==> config.mk <==
export PLATFORM = sky130hd
export DESIGN_NAME = lshift_norm_ctrl
export DESIGN_NICKNAME = d
export VERILOG_FILES = /design/src/rtl/lshift_norm_ctrl_pkg.sv /design/src/rtl/lshift_norm_ctrl_shift_count_reg.sv /design/src/rtl/lshift_norm_ctrl.sv
export SDC_FILE = /design/constraint.sdc
export NUM_CORES = 1
export LEC_CHECK = 0
export ABC_CLOCK_PERIOD_IN_PS = 2920
export BUFFER_PORTS_ARGS = -buffer_cell sky130_fd_sc_hd__buf_2
export CORE_AREA = 2 2 39 41
export DETAILED_ROUTE_END_ITERATION = 8
export DIE_AREA = 0 0 41 43
export PLACE_DENSITY = 0.76
export SLEW_MARGIN = 25
export SYNTH_ARGS = -nofsm -noshare
export SYNTH_HDL_FRONTEND = slang
export SYNTH_HIERARCHICAL = 1
export SYNTH_SLANG_ARGS = --single-unit
==> constraint.sdc <==
create_clock -name clk -period 2.92 [get_ports clk]
set_clock_uncertainty 0.15 [all_clocks]
set_input_delay 0.584 -clock clk [delete_from_list [all_inputs] [get_ports clk]]
set_output_delay 0.584 -clock clk [all_outputs]
set_load 0.1 [all_outputs]
==> src/rtl/lshift_norm_ctrl_pkg.sv <==
// Shared encodings and sizing helper for the left-shift normaliser sequencer.
package lshift_norm_ctrl_pkg;

   typedef enum logic [2:0] {
      ST_IDLE  = 3'd0,
      ST_LOAD  = 3'd1,
      ST_SHIFT = 3'd2,
      ST_DONE  = 3'd3,
      ST_CLR   = 3'd4
   } state_t;

   // Count register width: ceil(log2(w)), never less than one bit.
   function automatic int cnt_width(input int w);
      int r;
      r = 0;
      for (int i = 0; i < 32; i++) begin
         if ((1 << r) < w) r = r + 1;
      end
      return (r < 1) ? 1 : r;
   endfunction

endpackage

==> src/rtl/lshift_norm_ctrl_shift_count_reg.sv <==
// Saturating shift counter: sync clear beats enable, holds at MAX_VAL.
// Zero latency on at_max (decoded from the register); no backpressure.
module shift_count_reg #(
   parameter int CW      = 4,
   parameter int MAX_VAL = 15
) (
   input  logic          clk,
   input  logic          rst,
   input  logic          clr,
   input  logic          en,
   output logic [CW-1:0] cnt,
   output logic          at_max
);

   localparam logic [CW-1:0] MAX_C = CW'(MAX_VAL);

   logic [CW-1:0] cnt_q;
   logic [CW-1:0] cnt_d;

   always_comb begin
      cnt_d = cnt_q;
      if (clr) begin
         cnt_d = '0;
      end else if (en && (cnt_q != MAX_C)) begin
         cnt_d = cnt_q + 1'b1;
      end
   end

   always_ff @(posedge clk or negedge rst) begin
      if (!rst) begin
         cnt_q <= '0;
      end else begin
         cnt_q <= cnt_d;
      end
   end

   assign cnt    = cnt_q;
   assign at_max = (cnt_q == MAX_C);

endmodule

==> src/rtl/lshift_norm_ctrl.sv <==
// Normalise sequencer: load operand, shift left until msb set or MAX_SHIFT reached.
// done k+3 cycles after start for k leading zeros; start ignored unless ready.
module lshift_norm_ctrl
   import lshift_norm_ctrl_pkg::*;
#(
   parameter  int WIDTH     = 16,
   parameter  int MAX_SHIFT = 15,
   localparam int CW        = cnt_width(WIDTH)
) (
   input  logic          clk,
   input  logic          rst,
   input  logic          start,
   input  logic          abort,
   input  logic          in_is_zero,
   input  logic          sh_msb,
   output logic          sh_ld,
   output logic          sh_shift,
   output logic          sh_clr,
   output logic          ready,
   output logic          done,
   output logic [CW-1:0] shift_cnt,
   output logic          zero,
   output logic          sat
);

   state_t state_q;
   state_t state_d;
   logic   zero_q;
   logic   zero_d;
   logic   sat_q;
   logic   sat_d;
   logic   cnt_clr;
   logic   cnt_en;
   logic   at_max;
   logic   stop;
   logic   busy;

   shift_count_reg #(
      .CW      (CW),
      .MAX_VAL (MAX_SHIFT)
   ) u_cnt (
      .clk    (clk),
      .rst    (rst),
      .clr    (cnt_clr),
      .en     (cnt_en),
      .cnt    (shift_cnt),
      .at_max (at_max)
   );

   assign stop = zero_q | sh_msb | at_max;
   assign busy = (state_q == ST_LOAD) || (state_q == ST_SHIFT) || (state_q == ST_DONE);

   always_comb begin
      state_d  = state_q;
      zero_d   = zero_q;
      sat_d    = sat_q;
      cnt_clr  = 1'b0;
      cnt_en   = 1'b0;
      sh_shift = 1'b0;

      // Abort outranks every other transition while an operation is in flight.
      if (busy && abort) begin
         state_d = ST_CLR;
         cnt_clr = 1'b1;
         sat_d   = 1'b0;
      end else begin
         unique case (state_q)
            ST_IDLE: begin
               if (start && !abort) begin
                  state_d = ST_LOAD;
                  cnt_clr = 1'b1;
                  sat_d   = 1'b0;
                  zero_d  = in_is_zero;
               end
            end
            ST_LOAD: begin
               state_d = ST_SHIFT;
            end
            ST_SHIFT: begin
               if (stop) begin
                  state_d = ST_DONE;
                  sat_d   = at_max & ~sh_msb & ~zero_q;
               end else begin
                  sh_shift = 1'b1;
                  cnt_en   = 1'b1;
               end
            end
            ST_DONE: begin
               state_d = ST_IDLE;
            end
            ST_CLR: begin
               state_d = ST_IDLE;
            end
            default: begin
               state_d = ST_IDLE;
            end
         endcase
      end
   end

   always_ff @(posedge clk or negedge rst) begin
      if (!rst) begin
         state_q <= ST_IDLE;
         zero_q  <= 1'b0;
         sat_q   <= 1'b0;
      end else begin
         state_q <= state_d;
         zero_q  <= zero_d;
         sat_q   <= sat_d;
      end
   end

   assign ready = (state_q == ST_IDLE);
   assign sh_ld = (state_q == ST_LOAD);
   assign done  = (state_q == ST_DONE);
   assign sh_clr = (state_q == ST_CLR);
   assign zero  = zero_q;
   assign sat   = sat_q;

endmodule

==> impl_metrics.csv <==
group,metric,value,unit
worst_setup_path,path_delay_family,"simple AND/OR/NAND/NOR gates",
synthesis,synthCells,51,
timing,finalMaxSlewViolations,0,
run,max_cap_violations,0,
layout,nets,77,
grt,grt_overflow_total,0,
synthesis,synthDistinctLibCells,29,
clock_tree,cts_tree,"done",
clock_tree,htreeDepth,1,
detailed_routing,routedWlPerCell,12.0,microns
synthesis,syn_avg_cell_area,10.6,sq um
timing,setup_viol,0,
worst_setup_path,critPathLaunchType,"register",
run_status,status,"complete, no violations",
pwr,p_leak,0.000320,uW
placement,dpl.hpwl,793,microns
synthesis,synth_warnings,6,
timing,max_freq,0.387,GHz
pwr,peakVddDrop,463,uV
placement,dpl_cell_area,663,sq um
clock_tree,clk_path_buf_depth,2,
worst_setup_path,arrival,1.85,ns
floorplan,fp-row-count,14,
synthesis,synthFlopType,"dfrtp_1",
pwr,fin_total_pwr,757,uW
clock_tree,clockRootBuffer,"clkbuf_4",
worst_setup_path,setup.worst_path.class,"reg -> out",
clock_tree,holdBufCountCts,0,
synthesis,synthTopCellsByArea,"dfrtp_1, nor4_4, nor3_1",
timing,rsz0062_at_grt,"false",
detailed_routing,drtIter0Drc,10,
grt,antenna_found_initial,0,
worst_setup_path,cp_num_buf_inv,1,
placement,port_buffers,16,
grt,grt_max_degree,12,
worst_setup_path,worstPathRequired,2.19,ns
worst_setup_path,cp_slowest_cell,"or4b_4",
clock_tree,cts_buffers,3,
grt,grt.total_usage,15.1,%
detailed_routing,drtAntennaViolNets,0,
layout,final_util,49.8,%
floorplan,die_y,43,microns
synthesis,synth_edf_count,0,
synthesis,post-synth-top-area-cell,"dfrtp_1",
worst_setup_path,endpoint_kind,"output pin",
detailed_routing,wl,1.02,mm
layout,area_growth,27.5,%
layout,diodes,0,
layout,design_area,689,sq um
grt,grt_pass1_vias,426,
worst_setup_path,cp_cell_sequence,"or4b_4 > nor4_4 > buf_12",
min_path,hold_class,"in -> async",
synthesis,synthTopCellsByCount,"dfrtp_1, nor2_1, nor3_1, o21ai_0, a21oi_1",
clock_tree,clk_latency,0.26,ns
placement,dp_slack,0.384,ns
grt,grt_pass1_wl,1.81,mm
detailed_routing,drc,0,
synthesis,synth_area,541,sq um
synthesis,post-synth-top-count-cell,"dfrtp_1",
timing,hold_viol,0,
worst_setup_path,max_stage_delay,0.53,ns
floorplan,die_area,1760,sq um
placement,gp_congestion,0.633,
synthesis,syn-num-nets,58,
floorplan,io_pins,17,
floorplan,start_util,39.1,%
synthesis,async_reset_ff_share,100,%
timing,max_slew_margin,67.8,%
timing,fin_ws,0.334,ns
clock_tree,clk_pin_slew,0.06,ns
detailed_routing,first_pass_iters,4,
detailed_routing,vias_per_cell,5.19,
detailed_routing,vias,441,
pwr,power_density,1100,nW/um^2
layout,drive_above_1_share,49.3,%
timing,finalCritPeriodShare,88.6,%
timing,setup_tns,0,ns
timing,worst_slew_pin_slew,0.486,ns
clock_tree,cts_setup_buffers,0,
synthesis,ys_ff_latch,9,
synthesis,synth_top_area_share,41.7,%
synthesis,seq_area_frac_synth,41.7,%
floorplan,die_w,41,microns
timing,layout_min_cycle_time,2.59,ns
worst_setup_path,crit_path_max_fanout,9,
floorplan,placeableCoreArea,1380,sq um
clock_tree,cts.repair.resized,0,
clock_tree,clock_sinks,9,
-- kinds of logic after synthesis --
logic type | synth area share (%)
XOR/XNOR | 1.62
adder cells (fa/ha/maj) | 2.31
multiplexers | 6.71
flip-flops | 41.7
buffers and inverters | 3.01
AND/OR/NAND/NOR | 34.0
AO/OA/AOI/OAI | 10.6
-- final timing paths --
path	from	slack, ns	cells past startpoint	to
hold reg to reg	sat	0.41	2	sat
setup / recovery	state_q[1]	0.33	3	sh_shift
setup reg to reg	state_q[1]	0.62	5	u_cnt/cnt[0]
max in group asynchronous	rst	2.40	1	zero
min in group clk	abort	0.37	2	state_q[1]
hold / removal	rst	0.02	1	state_q[1]
-- per-layer routing --
metal | GRT usage, % | vias to the layer above | share of wire [%]
met5 | 0 | - | 0
met4 | 8.00 | 0 | 0.39
met3 | 3.14 | 2 | 6.8
met2 | 20.9 | 14 | 48
met1 | 21.3 | 206 | 45
li1 | - | 219 | -
-- area by class of cell --
cell class / instances / area, sq um
tap: 16 / 20.0
clock buffer: 4 / 26.3
fill: 132 / 694
timing repair buffer: 17 / 103
multi-input combinational: 39 / 309
sequential: 9 / 231
-- metrics by stage --
stage                     cells  hold slack, ns
after floorplan              51           0.138
after global placement       81           0.296
after detailed placement     81           0.301
after CTS                    85          0.0218
after global routing         85          0.0270
final                        85          0.0189
-- power by group --
group          internal, uW  total [uW]  leakage (uW)  switching (uW)
sequential              157         218      0.000117            60.6
clock                  52.6        95.2     0.0000150            42.6
combinational          99.3         444      0.000188             345
total                   309         757      0.000320             448
-- worst reg2reg max path, delay by kind of cell, from the launching register on --
family / cells / cell delay [ns]
multiplexers: 1 / 0.30
AND/OR/NAND/NOR: 3 / 1.01
buffers and inverters: 1 / 0.20
flip-flops: 1 / 0.52
-- cell usage in the layout (no fill, tap or decap), types with 2 or more instances in the layout --
master | Yosys | routed
nor3_1 | 4 | 3
nand2b_1 | 2 | 2
dfrtp_1 | 9 | 6
nand2_1 | 2 | 2
nor3_2 | 1 | 2
clkbuf_4 | 0 | 3
a21oi_1 | 3 | 3
buf_2 | 1 | 15
o21ai_0 | 4 | 4
nor2_1 | 4 | 4
dfrtp_2 | 0 | 2
nor2b_1 | 2 | 2
-- registers in the layout (all words and copies together), names as in the netlist --
signal     flops
sat            1
zero           1
state_q        3
u_cnt/cnt      4
Power figures use the tool's default switching activity.
